`config.mk`:
```
export PLATFORM = sky130hd
export DESIGN_NAME = imcol_state_serial
export DESIGN_NICKNAME = d
export VERILOG_FILES = /design/src/rtl/imcol_state_serial.sv
export SDC_FILE = /design/constraint.sdc
export NUM_CORES = 1
export LEC_CHECK = 0
export CELL_PAD_IN_SITES_DETAIL_PLACEMENT = 1
export CELL_PAD_IN_SITES_GLOBAL_PLACEMENT = 1
export CORE_MARGIN = 2
export CORE_UTILIZATION = 36
export CTS_BUF_LIST = sky130_fd_sc_hd__clkbuf_4 sky130_fd_sc_hd__clkbuf_8
export DETAILED_ROUTE_END_ITERATION = 7
export PLACE_DENSITY_LB_ADDON = 0.3
export SLEW_MARGIN = 20
export SYNTH_ARGS = -nofsm -noshare
export SYNTH_HDL_FRONTEND = slang
export SYNTH_SLANG_ARGS = --single-unit
```
`constraint.sdc`:
```
create_clock -name clk -period 15.49 [get_ports clk]
set_input_delay 1.549 -clock clk [delete_from_list [all_inputs] [get_ports clk]]
set_output_delay 1.549 -clock clk [all_outputs]
set_load 0.01 [all_outputs]
```
`src/rtl/imcol_state_serial.sv`:
```
// Serialized inverse MixColumns for one share of the 160-bit Fides state.
// LANES column groups are mixed per cycle while the state register rotates left.
module imcol_state_serial #(
  parameter int LANES = 1
) (
  input  logic         clk,
  input  logic         rst,
  input  logic         in_valid,
  output logic         in_ready,
  input  logic [159:0] in_data,
  output logic         out_valid,
  input  logic         out_ready,
  output logic [159:0] out_data,
  output logic         busy
);

  localparam int GW     = 20;
  localparam int STEP   = GW * LANES;
  localparam int PASSES = 8 / LANES;
  localparam logic [2:0] LAST = 3'(PASSES - 1);

  if (!(LANES == 1 || LANES == 2 || LANES == 4 || LANES == 8)) begin : g_lanes_check
    $error("imcol_state_serial: LANES must be 1, 2, 4 or 8");
  end

  typedef enum logic [1:0] {
    IDLE = 2'd0,
    RUN  = 2'd1,
    DONE = 2'd2
  } state_t;

  state_t       state_reg, state_next;
  logic [159:0] data_reg, data_next;
  logic [2:0]   cnt_reg, cnt_next;

  logic [STEP-1:0] mixed_top;
  logic [159:0]    rotated;

  // (J+I) is involutory: each output word is the column XOR with itself removed.
  for (genvar gi = 0; gi < LANES; gi++) begin : g_lane
    logic [GW-1:0] grp;
    logic [4:0]    s;
    assign grp = data_reg[159-GW*gi -: GW];
    assign s   = grp[19:15] ^ grp[14:10] ^ grp[9:5] ^ grp[4:0];
    assign mixed_top[STEP-1-GW*gi -: GW] = {s ^ grp[19:15], s ^ grp[14:10],
                                            s ^ grp[9:5],   s ^ grp[4:0]};
  end

  if (STEP == 160) begin : g_rot_full
    assign rotated = mixed_top;
  end else begin : g_rot_part
    assign rotated = {data_reg[159-STEP:0], mixed_top};
  end

  always_ff @(posedge clk or posedge rst) begin
    if (rst) begin
      state_reg <= IDLE;
      data_reg  <= '0;
      cnt_reg   <= '0;
    end else begin
      state_reg <= state_next;
      data_reg  <= data_next;
      cnt_reg   <= cnt_next;
    end
  end

  always_comb begin
    state_next = state_reg;
    case (state_reg)
      IDLE:    if (in_valid) state_next = RUN;
      RUN:     if (cnt_reg == LAST) state_next = DONE;
      DONE:    if (out_ready) state_next = IDLE;
      default: state_next = IDLE;
    endcase
  end

  always_comb begin
    data_next = data_reg;
    cnt_next  = cnt_reg;
    case (state_reg)
      IDLE: begin
        cnt_next = '0;
        if (in_valid) data_next = in_data;
      end
      RUN: begin
        data_next = rotated;
        cnt_next  = (cnt_reg == LAST) ? 3'd0 : cnt_reg + 3'd1;
      end
      default: ;
    endcase
  end

  always_comb begin
    in_ready  = (state_reg == IDLE);
    out_valid = (state_reg == DONE);
    busy      = (state_reg == RUN) || (state_reg == DONE);
  end

  assign out_data = data_reg;

endmodule

```
==> summary.txt, run 1 <==
Routing
  • # DRC: 0
  • DRT iter0 DRCs: between 300 and 400
  • Antenna viol nets, final: 0
  • Detailed-route via count: 6628
  • First-pass DRT Iterations: 4
  • Vias per cell: 5.01
  • Wire length per cell: 21.6 um
  • Post-Route WL: approximately 29000 um

Global route
  • Gr ovfl total: 0
  • GRT Util Overall: 0.245
  • Largest net degree at the start of global routing: 119
  • First-pass GRT wire length: 43500 um
  • Initial antenna violation count: 2
  • Vias in the first global route: 7021

Placement
  • DP HPWL: 21700 um
  • IO buf count: between 300 and 400
  • GPL Wtd Cong: just over 0.8

Layout
  • Nets: 1199
  • Synth-to-layout area growth: 47.7%
  • Leading cell type in the layout, fill and taps excluded: clkdlybuf4s50_1
  • Commonest non-fill, non-tap cells in the layout: clkdlybuf4s50_1 (326), dfrtp_1 (165), mux2i_1 (141), nand2_1 (141), o21ai_1 (140)
  • Max reg flops: 160
  • Layout cells sized above 1: 0.0413
  • Filler cell count: 2361

Clock network
  • Cts bufs inserted: 17
  • CTS tree: done
  • H-tree levels: 4
  • Worst-path clk slew: 0.09 ns
  • Worst-case clock buffer depth: 2
  • Cts hold-fix bufs: 0
  • Clock Latency Late Sink: ~0.45 ns
  • Clk sink count: 165
  • Root Driver: clkbuf_8
  • PostCTS Resize Cnt: 0
  • Post-CTS setup buffers: 0

Timing
  • TNS Setup: 0 ns
  • Slew Limit Fails: 0
  • Final Hold Viols: 0
  • Unrepaired setup endpoints after global routing: false
  • Hold WS: around 0.51 ns
  • Slew @ Worst Pin: between 1 and 1.5 ns
  • Max-slew headroom: 0.312
  • Period utilization: 0.248
  • Clk_skew: 0.0246 ns
  • Achievable Freq: 260 MHz
  • Min Tclk post-route: slightly below 4 ns
  • # setup viols final: 0

Setup path
  • Critical path class: in2reg
  • Max stage delay on crit path: 0.81 ns
  • Cell count along the critical path: 6
  • Worst setup EP type: flop
  • CP Launch Point: in_valid
  • CP max FO: 107
  • Reg2Reg Depth: 8
  • WP buf/inv: 3
  • Flop2flop setup slack: 12.02 ns
  • Crit path capture: out_data[127]$_DFFE_PP0P_
  • Crit-path cells: clkdlybuf4s50_1 -> mux2i_4 -> buf_4 -> buf_4 -> nand2_1 -> o21ai_1
  • Required @ worst endpoint: about 16 ns
  • Top delay family on crit path: buffers and inverters
  • R2r endpoint: out_data[127]$_DFFE_PP0P_
  • R2R Path Start: state_reg[1]$_DFFE_PP0P_
  • Slowest CP cell: buf_4
  • Most common cell type on the critical path: buf_4
  • Startpoint types: primary input
  • Worst Path Arrival: about 4.2 ns

Power and ir drop
  • Pwr Density: 232 nW/um2
  • Leak: 0.00484 uW
  • Maximum vdd drop: 0.0986 mV

Floorplanning
  • Die X-Extent: 152 um
  • # rows: between 50 and 60
  • Initial Util: 0.365
  • Core Region: between 20000 and 25000 um2
  • Full die area: 23200 um2
  • # IOs: approximately 330
  • Die Ht: 152 um

Synth
  • Post-Syn Area: 7910 um2
  • Syn_area_per_cell: ~11 um2
  • Yosys reg bits: 165
  • Syn Inst Count: 733
  • Count of different cell masters after synthesis: 21
  • Syn_nets: between 900 and 1000
  • Synth warn: 0
  • Sequential area share after synthesis: 0.522

Flow run
  • Max-cap violations: 0

Status
  • Status: complete, no violations

Hold path
  • Hold Path Cell Cnt: 1
  • HP Class: reg2reg
==> metrics by stage <==
| stage | setup slack (ns) | power, uW | cells | instance area [um2] | util |
|---|---|---|---|---|---|
| after CTS | 11.74 | 2740 | 1322 | 11700 | 0.538 |
| final | 11.64 | 2710 | 1324 | 11700 | 0.538 |
| after detailed placement | 11.25 | 2400 | 1290 | 11200 | 0.519 |
| after global routing | 11.47 | 2890 | 1324 | 11700 | 0.538 |
| after global placement | 11.36 | 2350 | 1290 | 11200 | 0.519 |
| after floorplan | 9.48 | 1700 | 733 | 7910 | - |
==> layer usage <==
metal / vias to the layer above / track usage / wire length [um]
met5: - / 0 / 0
met4: 0 / 0.0681 / 343
met3: 19 / 0.0617 / 1940
li1: 3138 / - / -
met1: 3243 / 0.329 / 12500
met2: 228 / 0.397 / 13800
==> power breakdown <==
| group | internal [uW] | leakage [uW] | switching (uW) |
|---|---|---|---|
| logic | 738 | 0.00258 | 753 |
| registers | 646 | 0.00205 | 238 |
| clock network | 170 | 0.000212 | 165 |
| total | 1550 | 0.00484 | 1160 |
==> Yosys cell counts (all sizes together) <==
library cell,count,share of area
nand2,141,0.067
mux2,1,0.0014
o21ai,140,0.089
a22o,2,0.0022
xnor2,30,0.033
o22ai,1,0.00079
dfrtp,165,0.52
nand2b,1,0.00079
a221o,20,0.025
nor2b,1,0.0011
ha,6,0.0095
nor2,1,0.00047
mux2i,142,0.18
buf,49,0.040
o221ai,1,0.0011
nor3b,20,0.019
clkbuf,7,0.0033
inv,5,0.0024
==> logic make-up (layout without fill, tap and decap cells) <==
kind of cell / count (synthesis) / after routing / synth area share
fa+ha+maj: 6 / 6 / 0.00949
flops: 165 / 165 / 0.522
mux: 143 / 143 / 0.183
buf+inv: 61 / 370 / 0.0459
xor+xnor: 30 / 30 / 0.0332
compound gates: 164 / 164 / 0.118
simple gates: 164 / 164 / 0.0883
other cells: 0 / 2 / 0
==> how the worst min path moves through the flow <==
stage	start	end	slack, ns
final	cnt_reg[2]$_DFFE_PP0P_	cnt_reg[2]$_DFFE_PP0P_	0.51
after global routing	cnt_reg[0]$_DFFE_PP0P_	cnt_reg[0]$_DFFE_PP0P_	0.54
after CTS	cnt_reg[2]$_DFFE_PP0P_	cnt_reg[2]$_DFFE_PP0P_	0.52
after detailed placement	cnt_reg[2]$_DFFE_PP0P_	cnt_reg[2]$_DFFE_PP0P_	0.49
after global placement	cnt_reg[1]$_DFFE_PP0P_	cnt_reg[1]$_DFFE_PP0P_	0.49
after floorplan	cnt_reg[1]$_DFFE_PP0P_	cnt_reg[1]$_DFFE_PP0P_	0.47
==> layout make-up <==
type | instances | area, um2 | area share
Timing Repair Buffer | 333 | 3320 | 0.284
Clock inverter | 12 | 151 | 0.0130
Antenna cell | 2 | 5.00 | 0.000429
Clock buffer | 20 | 269 | 0.0230
Sequential cell | 165 | 4130 | 0.354
Inverter | 5 | 23.8 | 0.00204
Multi-Input combinational cell | 507 | 3430 | 0.294
Tap cell | 280 | 350 | 0.0300
(Power assumes the default switching activity.)
==> run 2: changes to the inputs <==
--- a/config.mk
+++ b/config.mk
@@ -8,7 +8,7 @@
 export CELL_PAD_IN_SITES_DETAIL_PLACEMENT = 1
 export CELL_PAD_IN_SITES_GLOBAL_PLACEMENT = 1
 export CORE_MARGIN = 2
-export CORE_UTILIZATION = 36
+export CORE_UTILIZATION = 30
 export CTS_BUF_LIST = sky130_fd_sc_hd__clkbuf_4 sky130_fd_sc_hd__clkbuf_8
 export DETAILED_ROUTE_END_ITERATION = 7
 export PLACE_DENSITY_LB_ADDON = 0.3
==> constraint.sdc (replaced) <==
create_clock -name clk -period 3.2 [get_ports clk]
set_input_delay 0.32 -clock clk [delete_from_list [all_inputs] [get_ports clk]]
set_output_delay 0.32 -clock clk [all_outputs]
set_load 0.01 [all_outputs]
==> summary.txt, run 2 (same netlist as run 1, synthesis figures left out) <==
Global route
  • Initial antenna violation count: 1
  • Largest net degree at the start of global routing: 120
  • Gr ovfl total: 0
  • Vias in the first global route: approximately 7000
  • GRT Util Overall: 0.223
  • First-pass GRT wire length: ~46000 um

Timing
  • Final Hold Viols: 0
  • Achievable Freq: 409 MHz
  • Max-slew headroom: 0.320
  • TNS Setup: 0 ns
  • Unrepaired setup endpoints after global routing: false
  • Clk_skew: 0.0191 ns
  • Slew Limit Fails: 0
  • Min Tclk post-route: 2.45 ns
  • Period utilization: 0.764
  • Slew @ Worst Pin: 1.02 ns
  • # setup viols final: 0

Routing
  • # DRC: 0
  • Antenna viol nets, final: 0
  • Detailed-route via count: ~6700
  • Post-Route WL: 30600 um
  • Wire length per cell: 22.1 um
  • First-pass DRT Iterations: 4
  • DRT iter0 DRCs: 359
  • Vias per cell: about 4.8

Layout
  • Finished Cell Area: 11800 um2
  • Nets: 1206
  • Commonest non-fill, non-tap cells in the layout: clkdlybuf4s50_1 (326), dfrtp_1 (165), mux2i_1 (141), nand2_1 (141), o21ai_1 (140)
  • Core Util, Final: 0.455
  • Synth-to-layout area growth: 49.5%
  • Leading cell type in the layout, fill and taps excluded: clkdlybuf4s50_1
  • Max reg flops: 160
  • Layout cells sized above 1: 0.0477

Power and ir drop
  • Leak: 0.00486 uW
  • Net Switching: 5770 uW
  • Flop pwr share: 0.330
  • P_int: ~7400 uW
  • Maximum vdd drop: roughly 0.44 mV
  • Clk pwr share: 0.116
  • Sw Share: 0.437
  • Comb pwr share: 0.554
  • Pwr Density: 1120 nW/um2

Floorplanning
  • # IOs: approximately 330
  • Die X-Extent: 166 um
  • Initial Util: 0.304
  • Full die area: roughly 28000 um2
  • Core Region: 26000 um2
  • Die Ht: 166 um
  • # rows: 59

Setup path
  • Cell count along the critical path: 6
  • Slowest CP cell: mux2i_4
  • Startpoint types: flop
  • CP max FO: 119
  • WP buf/inv: 2
  • Critical path class: reg2reg
  • Required @ worst endpoint: 3.54 ns
  • Top delay family on crit path: buffers and inverters
  • Crit-path cells: inv_1 -> ha_1 -> mux2i_4 -> buf_12 -> nor3b_1 -> a221o_1
  • Worst setup EP type: flop
  • Reg2Reg Depth: 6
  • Max stage delay on crit path: about 0.57 ns
  • Worst Path Arrival: ~2.8 ns

Clock network
  • Worst-path clk slew: 0.10 ns
  • CTS tree: done
  • Cts hold-fix bufs: 0
  • Clock Latency Late Sink: 0.46 ns
  • Root Driver: clkbuf_8
  • Worst-case clock buffer depth: 2
  • PostCTS Resize Cnt: 0
  • Cts bufs inserted: 17
  • H-tree levels: 4
  • Clk sink count: 165
  • Post-CTS setup buffers: 0

Placement
  • GPL Wtd Cong: 0.856
  • DP Area: 11400 um2
  • DP HPWL: between 20000 and 25000 um
  • IO buf count: around 330

Status
  • Status: complete, no violations

Flow run
  • Max-cap violations: 0

Hold path
  • HP Class: in2async
## run 2: cell types whose count changed in the layout (fill, tap and decap cells not counted), sizes merged
cell      delta
buf          +7
inv          +3
clkinv       -5
bufinv       -2
clkinvlp     +4
## run 2: worst paths after layout
check	startpoint	end	slack, ns
setup / recovery	state_reg[1]$_DFFE_PP0P_	out_data[6]$_DFFE_PP0P_	0.75
hold / removal	rst	out_data[125]$_DFFE_PP0P_	0.33
setup reg to reg	state_reg[1]$_DFFE_PP0P_	out_data[6]$_DFFE_PP0P_	0.75
hold reg to reg	cnt_reg[1]$_DFFE_PP0P_	cnt_reg[1]$_DFFE_PP0P_	0.51
max in group asynchronous	rst	out_data[159]$_DFFE_PP0P_	2.11
min in group clk	in_data[22]	out_data[22]$_DFFE_PP0P_	0.47
## run 2: routing by layer
| layer | wire length, um | GRT usage | part of all wire | vias up |
|---|---|---|---|---|
| met2 | 14500 | 0.359 | 0.47 | 238 |
| li1 | - | - | - | 3153 |
| met3 | 1860 | 0.0596 | 0.061 | 26 |
| met1 | 13800 | 0.300 | 0.45 | 3262 |
| met5 | 0 | 0 | 0 | - |
| met4 | 454 | 0.0540 | 0.015 | 0 |
## run 2: area by class of cell
cell class,count,area [um2]
Fill cell,2878,14200
Sequential cell,165,4130
Timing Repair Buffer,340,3430
Multi-Input combinational cell,507,3430
Tap cell,335,419
Clock buffer,20,263
Clock inverter,12,120
Inverter,5,22.5
Antenna cell,2,5.00
## run 2: power by group through the flow
stage / clock network, uW / logic, uW / registers (uW)
finish: 1530 / 7320 / 4350
global route: 1670 / 7980 / 4530
CTS: 1590 / 7440 / 4400
detailed placement: 0 / 7430 / 4420
global placement: 0 / 7220 / 4410
floorplan: 0 / 3890 / 4340
## run 2: stage by stage
step	hold WS, ns	worst slack, ns	std cells	power [uW]
final	0.334	0.754	1386	13200
after global routing	0.339	0.560	1385	14200
after CTS	0.329	0.718	1384	13400
after detailed placement	0.489	0.730	1352	11800
after global placement	0.485	0.876	1352	11600
after floorplan	0.467	0.781	733	8230
==> RTL change 1: new RTL, config.mk and constraints of run 1 <==
The 3 states of `state_t` get a one-hot encoding in 3 bits.
--- a/src/rtl/imcol_state_serial.sv
+++ b/src/rtl/imcol_state_serial.sv
@@ -23,10 +23,10 @@
     $error("imcol_state_serial: LANES must be 1, 2, 4 or 8");
   end
 
-  typedef enum logic [1:0] {
-    IDLE = 2'd0,
-    RUN  = 2'd1,
-    DONE = 2'd2
+  typedef enum logic [2:0] {
+    IDLE = 3'b001,
+    RUN  = 3'b010,
+    DONE = 3'b100
   } state_t;
 
   state_t       state_reg, state_next;
Function: no difference found for any inputs over 4 cycles, from zero or initial values and one cycle with rst high; so few cycles prove little.
==> RTL change 1 against run 1 <==
- sequential cell count increased by 1
- final area up 0.84%
- sequential power up 2.6%
- highest routed layer unchanged
- setup slack got worse by 0.27 ns
- critical endpoint is now out_data[15]$_DFFE_PP0P_
- wire length up 0.23%
- critical path type unchanged
- synthesized area rose by 1.3%
- cell count increased by 0.15%
- power shrank 5.9%
==> RTL change 1: results (changes against run 1) <==
instances_no_fill: 1326  # +0.15%
dp_hpwl_mm: 21.2  # -2.3%
drt_iter0_markers: 276  # -19%
crit_fanout: 55  # -49%
r2r-start: "state_reg[0]$_DFFE_PP1P_"
ir_drop_v: 0.0000909  # -7.8%
p_int_mw: 1.51  # -2.6%
worstHoldStart: "cnt_reg[0]$_DFFE_PP0N_"
syn_nets: 898  # -0.55%
ys_top_cells_by_count: "165 x dfrtp_1, 144 x nand2_1, 140 x mux2i_1, 140 x o21ai_1, 30 x xnor2_1"
via_count: 6712  # +1.3%
rrSetupSlack_ns: 12.31  # +0.29 ns
pg_clk_mw: 0.292  # -13%
pwr.group.sequential_mw: 0.907  # +2.6%
use_met3_pct: 7.74  # +1.6 points
ys_top_cells_by_area: "dfrtp_1 52%, mux2i_1 17%, o21ai_1 8.7%"
synth_cells: 732  # -0.14%
r2r_cells: 5  # -3
cellLeakagePower_nw: 4.65  # -3.9%
antenna_found_initial: 1  # -1
grt_pass1_vias: 7265  # +3.5%
use_met2_pct: 41.9  # +2.2 points
min_to: "cnt_reg[0]$_DFFE_PP0N_"
wl_mm: 28.7  # +0.23%
grt_max_degree: 99  # -17%
route.met3.wl_mm: 2.21  # +14%
gp_congestion: 0.788  # -5.3%
wl_met1_mm: 11.7  # -5.9%
status: "finished, final reports clean"
arrival_ns: 4.47  # +0.26 ns
endpoint: "out_data[15]$_DFFE_PP0P_"
drive_above_1_share_pct: 7.46  # +3.3 points
grt_pass1_wl_mm: 44.0  # +1.1%
yosysUniqueCellTypes: 27  # +29%
fin_nets: 1198  # -0.083%
cp_slowest_stage_delay_ns: 0.77  # -0.04 ns
clock_latency_ns: 0.47  # +0.02 ns
grt_util_all_layers_pct: 24.6  # +0.050 points
==> RTL change 1: cell count changes after synthesis, moves of 15 or more <==
cell,change
mux2_2,+19
a221o_1,-20
nor3b_1,-19
buf_2,-24
mux2_4,+15
clkbuf_1,+21
==> RTL change 1: cell families after synthesis <==
family	Yosys count	share of synthesized area (%)
compound gates	146	9.33
xor+xnor	30	3.28
flops	166	51.9
fa+ha+maj	2	0.312
mux	181	24.0
buf+inv	54	3.69
simple gates	153	7.56
==> RTL change 1: stage by stage <==
step | area [sq um] | power, mW
3_5_place_dp | 11400 | 2.28
6_report | 11800 | 2.55
2_1_floorplan | 8010 | 1.55
5_1_grt | 11800 | 2.72
4_1_cts | 11700 | 2.58
3_3_place_gp | 11400 | 2.24
==> RTL change 1: area by class of cell <==
cell class	instances	area (sq um)
fillers	2383	10100
flip-flops and latches	166	4160
clock buffers	18	248
clock inverters	14	98.8
multi-input cells	512	3570
well taps	280	350
repair buffers	333	3340
diodes	1	2.50
inverters	2	12.5
==> RTL change 2: new RTL, settings of run 1 <==
Made on the original files. `data_reg` no longer has a reset.
--- a/src/rtl/imcol_state_serial.sv
+++ b/src/rtl/imcol_state_serial.sv
@@ -55,13 +55,15 @@
   always_ff @(posedge clk or posedge rst) begin
     if (rst) begin
       state_reg <= IDLE;
-      data_reg  <= '0;
       cnt_reg   <= '0;
     end else begin
       state_reg <= state_next;
-      data_reg  <= data_next;
       cnt_reg   <= cnt_next;
     end
+  end
+
+  always_ff @(posedge clk) begin
+    data_reg <= data_next;
   end
 
   always_comb begin
Check against the original RTL: not equivalent (Yosys sat finds a counterexample within 4 cycles, from zero or initial values and one cycle with rst high).
==> RTL change 2 against run 1 <==
- via count fell by 28%
- sequential cell count is the same
- combinational power decreased by 23%
- clock power fell by 3%
- synthesized area decreased by 7.1%
- power is 10% lower
- setup slack improved by 0.18 ns
- wire length fell by 23%
- maximum frequency grew 4.9%
- final area is 3.8% lower
- critical path depth decreased by 3
- first-iteration DRC count down 33%
- count of clock-buffer cells in the layout decreased by 2
- highest routed layer unchanged
==> RTL change 2: results (changes against run 1) <==
dp_hpwl_mm: 16.5  # -24%
yosysUniqueCellTypes: 16  # -24%
multi_input_area_share_pct: 20.1  # -9.3 points
synth_edf_count: 160  # +160
largest_register_ffs: 160  # unchanged
hold_class: "register to register"
n_all_inverters: 4  # -1
arrival_ns: 3.73  # -0.48 ns
use_met2_pct: 34.1  # -5.6 points
gp_congestion: 0.802  # -3.6%
synth_adder_area_share_pct: 1.02  # +0.073 points
ys_top_cells_by_area: "edfxtp_1 65%, mux2_2 25%, xnor2_1 3.6%"
via_count: 4779  # -28%
clock_path_buffers: 2  # unchanged
grt_util_all_layers_pct: 20.5  # -4.0 points
regArea_sq_um: 4930  # +19%
nClkBuffers: 18  # -10%
grt_pass1_vias: 5387  # -23%
clk_share_pct: 3.62  # +0.020 points
status: "finished, final reports clean"
grt_pass1_wl_mm: 33.1  # -24%
diodes: 0  # -2
cts_hold_buf: 0  # unchanged
synthFlopType: "edfxtp_1"
crit_fanout: 83  # -22%
ys_seq_area_share_pct: 67.1  # +15 points
drt_iter0_markers: 227  # -33%
skew_ns: 0.0223  # -0.00223 ns
postCtsSetupBuffers: 0  # unchanged
yosysWarningCount: 0  # unchanged
worstHoldStart: "cnt_reg[0]$_DFFE_PP0P_"
synthArstFlopShare_pct: 3.03  # -97 points
ir_drop_v: 0.0000951  # -3.5%
cp_slowest_stage_delay_ns: 0.94  # +0.13 ns
antenna_found_initial: 0  # -2
fin_nets: 897  # -25%
bufAreaShareNonClock_pct: 29.3  # +0.82 points
syn_nets: 567  # -37%
wl_per_cell_um: 21.9  # +1.2%
r2r-start: "state_reg[0]$_DFFE_PP0P_"
nFillCells: 1905  # -19%
grt_util_met1_pct: 24.4  # -8.5 points
grt_max_degree: 84  # -29%
ys_top_cells_by_count: "162 x mux2_2, 160 x edfxtp_1, 30 x xnor2_1, 10 x buf_6, 7 x buf_4"
nNonClkBuffers: 329  # -1.2%
synthMuxAreaShare_pct: 24.8  # +6.6 points
seq_cell_count: 165  # unchanged
use_met3_pct: 8.63  # +2.5 points
synthXorXnorAreaFrac_pct: 3.58  # +0.25 points
slew_headroom_pct: 28.1  # -3.1 points
drive_above_1_share_pct: 26.8  # +23 points
synth_compound_area_share_pct: 0.528  # -11 points
cellLeakagePower_nw: 3.85  # -21%
[RTL change 2: per-layer routing]
metal  share of wire (%)  wire, um
met1                  41      8990
met4                 1.7       368
met2                  48     10600
met3                 9.4      2070
met5                   0         0
[RTL change 2: power by group through the flow]
| stage | clock [mW] | sequential (mW) | combinational, mW |
|---|---|---|---|
| 2_1_floorplan | 0 | 1.04 | 0.492 |
| 3_3_place_gp | 0 | 0.956 | 1.13 |
| 3_5_place_dp | 0 | 0.973 | 1.15 |
| 4_1_cts | 0.334 | 0.966 | 1.16 |
| 5_1_grt | 0.350 | 0.992 | 1.22 |
| 6_report | 0.324 | 0.962 | 1.14 |
[RTL change 2: final timing paths]
path                                                to  slack (ns)  depth (start not counted)
min in group asynchronous       cnt_reg[1]$_DFFE_PP0P_        1.30                          2
max in group asynchronous       cnt_reg[2]$_DFFE_PP0P_       14.00                          2
worst min register to register  cnt_reg[0]$_DFFE_PP0P_        0.51                          1
worst max register to register   out_data[2]$_DFFE_PP_       12.58                          4
worst min-delay path            cnt_reg[0]$_DFFE_PP0P_        0.51                          1
worst max-delay path             out_data[2]$_DFFE_PP_       11.82                          3
[RTL change 2: logic make-up after synthesis]
group                      after synthesis
AOI/OAI and AO/OA                        6
xor gates and xnor gates                30
adders and majority gates                6
buffers and inverters                   22
DFF                                    165
muxes                                  162
and+or+nand+nor                          6
[RTL change 2: through the flow]
stage / setup slack [ns] / area (sq um) / std cells / hold slack [ns]
3_3_place_gp: 11.47 / 10800 / 978 / 0.486
4_1_cts: 11.89 / 11200 / 1010 / 0.515
3_5_place_dp: 11.41 / 10800 / 978 / 0.506
5_1_grt: 11.72 / 11200 / 1010 / 0.546
2_1_floorplan: 11.44 / 7340 / 397 / 0.465
6_report: 11.82 / 11200 / 1010 / 0.514
